$ cat config.mk
export PLATFORM = sky130hd
export DESIGN_NAME = seq_fp32_divider
export DESIGN_NICKNAME = d
export VERILOG_FILES = /design/src/rtl/fp32_div_pkg.sv /design/src/rtl/fp32_div_step.sv /design/src/rtl/seq_fp32_divider.sv
export SDC_FILE = /design/constraint.sdc
export NUM_CORES = 1
export LEC_CHECK = 0
export BUFFER_PORTS_ARGS = -buffer_cell sky130_fd_sc_hd__buf_2
export CAP_MARGIN = 15
export CORE_UTILIZATION = 35
export CTS_CLUSTER_SIZE = 30
export DETAILED_ROUTE_END_ITERATION = 8
export PLACE_DENSITY_LB_ADDON = 0.1
export SKIP_CTS_REPAIR_TIMING = 1
export SYNTH_ARGS = -nofsm -noshare
export SYNTH_HDL_FRONTEND = slang
export SYNTH_SLANG_ARGS = --single-unit
$ cat constraint.sdc
create_clock -name clk -period 3.2 [get_ports clk]
set_input_delay 0.96 -clock clk [delete_from_list [all_inputs] [get_ports clk]]
set_output_delay 0.96 -clock clk [all_outputs]
set_load 0.05 [all_outputs]
$ cat src/rtl/fp32_div_pkg.sv
// Shared constants, state encoding and result payload for the sequential FP32 divider.
// FP32_DIV_ROUND_EN (when defined) adds one guard iteration for round-to-nearest-even.
package fp32_div_pkg;

    localparam int unsigned EXP_W   = 8;
    localparam int unsigned FRAC_W  = 23;
    localparam int unsigned MANT_W  = FRAC_W + 1;
    localparam int unsigned BIAS    = 127;
    localparam int unsigned EXP_MAX = 254;
    localparam int unsigned E_W     = 10;
    localparam int unsigned WORD_W  = 32;

`ifdef FP32_DIV_ROUND_EN
    localparam int unsigned ITERS = 26;
`else
    localparam int unsigned ITERS = 25;
`endif

    // Quotient holds one bit per iteration; remainder keeps headroom for the shift.
    localparam int unsigned Q_W   = ITERS;
    localparam int unsigned REM_W = MANT_W + 2;
    localparam int unsigned CNT_W = 5;

    typedef enum logic [1:0] {
        S_IDLE = 2'd0,
        S_CALC = 2'd1,
        S_NORM = 2'd2,
        S_DONE = 2'd3
    } state_t;

    typedef struct packed {
        logic [WORD_W-1:0] c;
        logic              overflow;
        logic              div_by_zero;
    } div_result_t;

endpackage

$ cat src/rtl/fp32_div_step.sv
// One restoring-division step: compare, conditionally subtract, shift left.
// Ports: rem/divisor in; rem_next (already shifted) and q_bit out. Purely combinational.
module fp32_div_step
    import fp32_div_pkg::*;
(
    input  logic [REM_W-1:0] rem,
    input  logic [REM_W-1:0] divisor,
    output logic [REM_W-1:0] rem_next,
    output logic             q_bit
);

    logic [REM_W-1:0] diff;

    always_comb begin
        q_bit    = (rem >= divisor);
        diff     = q_bit ? (rem - divisor) : rem;
        rem_next = diff << 1;
    end

endmodule

$ cat src/rtl/seq_fp32_divider.sv
// Sequential FP32 divider: restoring mantissa divide, one quotient bit per cycle.
// Ports: clk, rst (async active-low), start, a, b in; busy, done, c, overflow,
// div_by_zero out (all registered). Denormals flush to zero, exponent 255 is an
// ordinary number. Define FP32_DIV_ROUND_EN for round-to-nearest-even (one extra
// iteration, latency 28); otherwise the quotient is truncated (latency 27).
module seq_fp32_divider
    import fp32_div_pkg::*;
(
    input  logic        clk,
    input  logic        rst,
    input  logic        start,
    input  logic [31:0] a,
    input  logic [31:0] b,
    output logic        busy,
    output logic        done,
    output logic [31:0] c,
    output logic        overflow,
    output logic        div_by_zero
);

    state_t            state, state_nxt;
    logic [CNT_W-1:0]  iter_cnt;
    logic              sign_r;
    logic [EXP_W-1:0]  ea_r, eb_r;
    logic [REM_W-1:0]  rem_r, div_r, rem_nxt;
    logic [Q_W-1:0]    quo_r;
    logic              q_bit;
    div_result_t       res_r, norm_c;

    logic signed [E_W-1:0] e_base, e_c;
    logic [FRAC_W-1:0]     frac_c;
    logic                  norm_hi;
`ifdef FP32_DIV_ROUND_EN
    logic                  guard_c, sticky_c, round_up_c;
    logic [FRAC_W:0]       frac_rnd_c;
`endif

    fp32_div_step u_step (
        .rem      (rem_r),
        .divisor  (div_r),
        .rem_next (rem_nxt),
        .q_bit    (q_bit)
    );

    // State register
    always_ff @(posedge clk or negedge rst) begin
        if (!rst) state <= S_IDLE;
        else      state <= state_nxt;
    end

    // Next-state logic
    always_comb begin
        state_nxt = state;
        case (state)
            S_IDLE:  if (start) state_nxt = S_CALC;
            S_CALC:  if (iter_cnt == CNT_W'(ITERS - 1)) state_nxt = S_NORM;
            S_NORM:  state_nxt = S_DONE;
            S_DONE:  state_nxt = S_IDLE;
            default: state_nxt = S_IDLE;
        endcase
    end

    // Normalisation, optional rounding, exponent range check and special cases
    always_comb begin
        norm_c  = '0;
        norm_hi = quo_r[Q_W-1];
        e_base  = $signed(E_W'(ea_r)) - $signed(E_W'(eb_r)) + $signed(E_W'(BIAS));
        e_c     = norm_hi ? e_base : (e_base - $signed(E_W'(1)));
        frac_c  = norm_hi ? quo_r[Q_W-2 -: FRAC_W] : quo_r[Q_W-3 -: FRAC_W];
`ifdef FP32_DIV_ROUND_EN
        guard_c    = norm_hi ? quo_r[1] : quo_r[0];
        sticky_c   = (rem_r != '0) || (norm_hi && quo_r[0]);
        round_up_c = guard_c && (sticky_c || frac_c[0]);
        frac_rnd_c = {1'b0, frac_c} + (FRAC_W + 1)'(round_up_c);
        frac_c     = frac_rnd_c[FRAC_W-1:0];
        // Mantissa rounded up to 2.0: fraction wraps to zero, exponent bumps
        if (frac_rnd_c[FRAC_W]) e_c = e_c + $signed(E_W'(1));
`endif
        if (eb_r == '0) begin
            norm_c.div_by_zero = 1'b1;
        end else if (ea_r == '0) begin
            norm_c.c = '0;
        end else if ((e_c > $signed(E_W'(EXP_MAX))) || (e_c < $signed(E_W'(1)))) begin
            norm_c.overflow = 1'b1;
        end else begin
            norm_c.c = {sign_r, e_c[EXP_W-1:0], frac_c};
        end
    end

    // Datapath and registered outputs
    always_ff @(posedge clk or negedge rst) begin
        if (!rst) begin
            iter_cnt    <= '0;
            sign_r      <= 1'b0;
            ea_r        <= '0;
            eb_r        <= '0;
            rem_r       <= '0;
            div_r       <= '0;
            quo_r       <= '0;
            res_r       <= '0;
            busy        <= 1'b0;
            done        <= 1'b0;
            c           <= '0;
            overflow    <= 1'b0;
            div_by_zero <= 1'b0;
        end else begin
            done <= 1'b0;
            case (state)
                S_IDLE: begin
                    busy <= start;
                    if (start) begin
                        sign_r   <= a[31] ^ b[31];
                        ea_r     <= a[30:23];
                        eb_r     <= b[30:23];
                        rem_r    <= REM_W'({1'b1, a[FRAC_W-1:0]});
                        div_r    <= REM_W'({1'b1, b[FRAC_W-1:0]});
                        quo_r    <= '0;
                        iter_cnt <= '0;
                    end
                end
                S_CALC: begin
                    rem_r    <= rem_nxt;
                    quo_r    <= {quo_r[Q_W-2:0], q_bit};
                    iter_cnt <= iter_cnt + CNT_W'(1);
                end
                S_NORM: begin
                    res_r <= norm_c;
                end
                S_DONE: begin
                    done        <= 1'b1;
                    c           <= res_r.c;
                    overflow    <= res_r.overflow;
                    div_by_zero <= res_r.div_by_zero;
                end
                default: ;
            endcase
        end
    end

endmodule

==> impl_metrics.toml, run 1 <==
[final_layout]
final_cells = 1364
area_growth_pct = 24.5
num_antenna_cells = 0
final_common_cell = "dfrtp_1"
drive_gt1_frac = 0.354
utilization = 0.449
nets = 1125
final_area_um2 = 11800
mostFrequentLayoutCells = "dfrtp_1, buf_2, mux2_2, nand2_1, buf_4"

[synthesis]
synth_cell_type_count = 70
yosys_warnings = 0
syn_nets = 973
ys.flop_type = "dfrtp_1"
ys_async_sr_fraction = 1.00
synth.avg_cell_area_um2 = 11.0
synth-seq-cells = 169
synth_area_um2 = 9510
synth_cells = 864
synth_edf_count = 0
synth_sequential_area_ratio = 0.445

[critical_path]
reg2reg_to = "res_r[22]$_DFFE_PN0P_"
startpoint = "ea_r[0]$_DFFE_PN0P_"
cp-end-kind = "flop"
critPathKind = "reg -> reg"
r2r-start = "ea_r[0]$_DFFE_PN0P_"
endpoint = "res_r[22]$_DFFE_PN0P_"
r2r_cells = 15
cp.required_ps = 3500
cp_max_fo = 10
r2r_slack_ps = -230
crit_arrival_ps = 3730
critPathLaunchType = "flop"

[grt]
grt_pass1_wl_mm = 38.4
grt_max_degree = 62
grt_usage = 0.173
grt_pass1_vias = 7251
grt_overflow = 0
antenna_found_initial = 0

[detailed_routing]
antenna_left = 0
drt_iter0_drc = 268
drtPass1Iterations = 4
drc = 0
vias = 7030
wl_per_cell_um = 17.1
wirelength_mm = 23.3
viasPerCell = 5.15

[placed_design]
place.gp.congestion = 0.778
io_buffers = 102
place_inst = 1323
dpl_cell_area_um2 = 10900
hpwl_mm = 16.1

[clock_tree]
numClockSinks = 169
clk_pin_slew_ps = 70
htreeDepth = 4
cts_made_buffers = 17
cts_tree = "yes"
cts_root_buf = "clkbuf_16"
clk_latency_ps = 440
cts_buffer_depth = 2

[floorplan]
die_h_um = 167
coreArea_um2 = 26400
rows = 59
start_util = 0.361
die_area_um2 = 27800
die_w_um = 167
io_pins = 103

[timing]
drv_slew = 0
setup_viol = 33
clock_skew_ps = 21.3
rsz0062_at_grt = "true"
max_freq_ghz = 0.291
timing.final.hold_violations = 0
worst_pin_slew_ps = 768
period_needed_ps = 3430
min_period_over_period = 1.07
max_slew_margin = 0.484
worst_slack_ps = -232

[run]
maxCapViolCount = 0

[run_status]
outcome = "complete, but fails checks"
violations = "setup timing"

[worst_hold_path]
hold_path.class = "reg -> reg"
==> state kept, by name, indices dropped and copies added, names as in the netlist <==
name	count
iter_cnt	5
busy	1
quo_r	25
div_r	24
sign_r	1
rem_r	26
c	32
div_by_zero	1
ea_r	8
overflow	1
res_r	34
state	2
done	1
eb_r	8
==> synthesized netlist by cell type (3+ instances only) <==
| library cell | count | share of area |
|---|---|---|
| clkbuf_1 | 32 | 0.013 |
| nor2_1 | 45 | 0.018 |
| a21oi_1 | 48 | 0.025 |
| or3_1 | 3 | 0.0020 |
| nand3_1 | 8 | 0.0042 |
| o211ai_1 | 4 | 0.0032 |
| nor4_1 | 8 | 0.0053 |
| xnor2_1 | 16 | 0.015 |
| mux2i_1 | 38 | 0.040 |
| and3_1 | 13 | 0.0086 |
| mux2_2 | 74 | 0.088 |
| nand4_1 | 6 | 0.0039 |
| inv_1 | 51 | 0.020 |
| buf_6 | 6 | 0.0071 |
| ha_1 | 40 | 0.053 |
| a21o_1 | 17 | 0.013 |
| o41ai_2 | 29 | 0.050 |
| a31oi_1 | 4 | 0.0026 |
| dfrtp_1 | 169 | 0.44 |
| nand2b_1 | 8 | 0.0053 |
| a211oi_1 | 3 | 0.0024 |
| xor2_1 | 18 | 0.017 |
| nor3_1 | 9 | 0.0047 |
| nor2b_1 | 10 | 0.0066 |
| a22o_1 | 24 | 0.022 |
| o21ai_0 | 31 | 0.016 |
| nand3b_1 | 3 | 0.0024 |
| o22ai_1 | 16 | 0.011 |
| o41ai_1 | 5 | 0.0046 |
| o21a_1 | 8 | 0.0063 |
| nand2_1 | 64 | 0.025 |
| xnor2_2 | 3 | 0.0051 |
==> final cells by class <==
| cell class | count | area [um2] |
|---|---|---|
| fillers | 2500 | 14500 |
| multi-input cells | 603 | 5160 |
| flip-flops and latches | 169 | 4230 |
| repair buffers | 174 | 1210 |
| clock buffers | 17 | 425 |
| well taps | 335 | 419 |
| clock inverters | 15 | 195 |
| inverters | 51 | 194 |
==> per-layer routing <==
metal / part of all wire / GRT usage / wire length, um / vias up
met5: 0 / 0 / 0 / -
met4: 0.0063 / 0.0431 / 148 / 0
met3: 0.023 / 0.0269 / 533 / 11
met2: 0.49 / 0.290 / 11400 / 104
met1: 0.48 / 0.232 / 11200 / 3440
li1: - / - / - / 3475
==> per-stage QoR <==
stage	TNS, ps	hold slack, ps	setup slack [ps]
CTS	-8200	453	-321
finish	-6390	453	-232
floorplan	-680	418	-25.1
global route	-9600	514	-330
global placement	-5770	437	-205
detailed placement	-7250	439	-288
==> critical path, stage by stage (launching register included) <==
cell     delay (ps)
dfrtp_1         380
inv_1            60
ha_2            180
inv_2            40
fa_2            550
inv_4            60
ha_4            150
nor2b_4         120
buf_4           140
xnor2_2         140
xnor2_2         140
a211o_1         270
or4_4           560
nor2_8          220
buf_12          180
o41ai_4          90
==> cells by family (layout without fill, tap and decap cells) <==
logic type | count (synthesis) | in the layout | share of synthesized area
AO/OA/AOI/OAI | 221 | 221 | 0.192
AND/OR/NAND/NOR | 190 | 190 | 0.0983
flip-flops | 169 | 169 | 0.445
multiplexers | 112 | 112 | 0.128
buffers and inverters | 92 | 257 | 0.0412
adder cells (fa/ha/maj) | 42 | 42 | 0.0568
XOR/XNOR | 38 | 38 | 0.0393
==> worst min path at each step <==
stage	slack, ps	endpoint	from	cells after the start
2_1_floorplan	420	div_r[23]$_DFFE_PN0P_	div_r[23]$_DFFE_PN0P_	2
3_3_place_gp	440	div_r[23]$_DFFE_PN0P_	div_r[23]$_DFFE_PN0P_	2
3_5_place_dp	440	div_r[23]$_DFFE_PN0P_	div_r[23]$_DFFE_PN0P_	2
4_1_cts	450	div_r[23]$_DFFE_PN0P_	div_r[23]$_DFFE_PN0P_	2
5_1_grt	510	res_r[15]$_DFFE_PN0P_	res_r[15]$_DFFE_PN0P_	2
6_report	450	div_r[23]$_DFFE_PN0P_	div_r[23]$_DFFE_PN0P_	2
Power of run 1 is not shown: default switching activity piles up to over one toggle a cycle in this logic, so the estimate is an artifact.
==> run 2: changes to the inputs <==
- CORE_ASPECT_RATIO: not set -> 0.8
==> impl_metrics.toml, run 2 (synthesis gave the netlist of run 1 again) <==
[timing]
rsz0062_at_grt = "true"
max_slew_margin = 0.390
worst_pin_slew_ps = 915
max_freq_ghz = 0.290
setup_viol = 32
timing.final.hold_violations = 0
drv_slew = 0
worst_slack_ps = -250
clock_skew_ps = 9.51
period_needed_ps = 3450
min_period_over_period = 1.08

[critical_path]
crit_buf_inv = 5
cp_max_fo = 14
startpoint = "ea_r[0]$_DFFE_PN0P_"
crit_arrival_ps = 3760
crit_cells = 16
critPathTopFamily = "adder cells"
critPathKind = "reg -> reg"
cp.required_ps = 3510
slowest_stage = "or4_4"
r2r-start = "ea_r[0]$_DFFE_PN0P_"
path_common_cell = "inv_2"
cpPeakStageDelay_ps = 560
cp-end-kind = "flop"
critPathLaunchType = "flop"
path_cells = "inv_1 -> ha_2 -> inv_2 -> fa_2 -> inv_2 -> buf_6 -> ha_4 -> nand2_4 -> o21ai_2 -> a22oi_2 -> xor2_1 -> a211o_1 -> or4_4 -> nor2_8 -> buf_12 -> o41ai_2"
reg2reg_to = "res_r[20]$_DFFE_PN0P_"
r2r_slack_ps = -250
r2r_cells = 16
endpoint = "res_r[20]$_DFFE_PN0P_"

[placed_design]
io_buffers = 102
place.gp.congestion = 0.793
hpwl_mm = 16.2

[final_layout]
num_antenna_cells = 0
drive_gt1_frac = 0.354
reg.largest.list = "res_r (34), c (32), rem_r (26)"
n_fill_cell = 2510
largest-register = "res_r"
utilization = 0.446
seqCellArea_um2 = 4230
nets = 1124
largest_reg_flops = 34
mostFrequentLayoutCells = "dfrtp_1, buf_2, mux2_2, nand2_1, buf_4"
area_growth_pct = 24.1
multi_input_area_um2 = 5120
final_common_cell = "dfrtp_1"

[grt]
grt_max_degree = 65
grt_pass1_wl_mm = 38.2
grt_util_met1 = 0.256
grt_usage = 0.177
grt_busiest_layer = "met2"
use_met2 = 0.272
grt_overflow = 0
antenna_found_initial = 0
grt_pass1_vias = 7061
met3_usage = 0.0329

[worst_hold_path]
hold_path.class = "reg -> reg"

[detailed_routing]
vias = 7067
antenna_left = 0
drc = 0
wl_per_cell_um = 16.8
drtPass1Iterations = 6
viasPerCell = 5.10
drt_iter0_drc = 311
wirelength_mm = 23.3

[floorplan]
start_util = 0.359
rows = 53
io_pins = 103
die_h_um = 149
die_area_um2 = 27800
coreArea_um2 = 26500
die_w_um = 186

[run_status]
outcome = "complete, but fails checks"
violations = "setup timing"

[clock_tree]
htreeDepth = 4
cts_tree = "yes"
clk_latency_ps = 440
cts_made_buffers = 17
cts_buffer_depth = 2
cts_root_buf = "clkbuf_16"
clk_pin_slew_ps = 70
numClockSinks = 169

[run]
maxCapViolCount = 0
## run 2: cell type report
type                       count  area share
tap                          357      0.0379
multi-input combinational    603       0.434
clock buffer                  17      0.0361
sequential                   169       0.358
timing repair buffer         173       0.102
clock inverter                15      0.0159
inverter                      51      0.0162
## run 2: per-stage QoR
step | instance area [um2] | setup TNS (ps) | worst slack (ps) | hold slack (ps) | cells
final | 11800 | -7150 | -250 | 455 | 1385
after global routing | 11800 | -12640 | -416 | 486 | 1385
after CTS | 11500 | -8160 | -288 | 458 | 1379
after detailed placement | 10900 | -7160 | -242 | 441 | 1347
after global placement | 10900 | -6050 | -194 | 433 | 1347
after floorplan | 9570 | -680 | -25.1 | 418 | 864
## run 2: worst min-delay path by stage
stage               depth (start not counted)                   from  slack (ps)               endpoint
floorplan                                   2  div_r[23]$_DFFE_PN0P_         420  div_r[23]$_DFFE_PN0P_
global placement                            2  div_r[23]$_DFFE_PN0P_         430  div_r[23]$_DFFE_PN0P_
detailed placement                          2  div_r[23]$_DFFE_PN0P_         440  div_r[23]$_DFFE_PN0P_
CTS                                         2  div_r[23]$_DFFE_PN0P_         460  div_r[23]$_DFFE_PN0P_
global route                                2  div_r[23]$_DFFE_PN0P_         490  div_r[23]$_DFFE_PN0P_
finish                                      2  div_r[23]$_DFFE_PN0P_         450  div_r[23]$_DFFE_PN0P_
## run 2: routing by layer
metal / vias to the layer above / share of wire
met2: 112 / 0.45
li1: 3467 / -
met4: 0 / 0.0089
met5: - / 0
met3: 14 / 0.030
met1: 3474 / 0.51
## run 2: worst register-to-register path, cell delays in order (launching register included)
cell     delay (ps)
dfrtp_1         390
inv_1            60
ha_2            180
inv_2            40
fa_2            530
inv_2            40
buf_6           110
ha_4            270
nand2_4          50
o21ai_2         120
a22oi_2          90
xor2_1          150
a211o_1         250
or4_4           560
nor2_8          200
buf_12          190
o41ai_2         100
Power of run 2 is left out for the same reason.
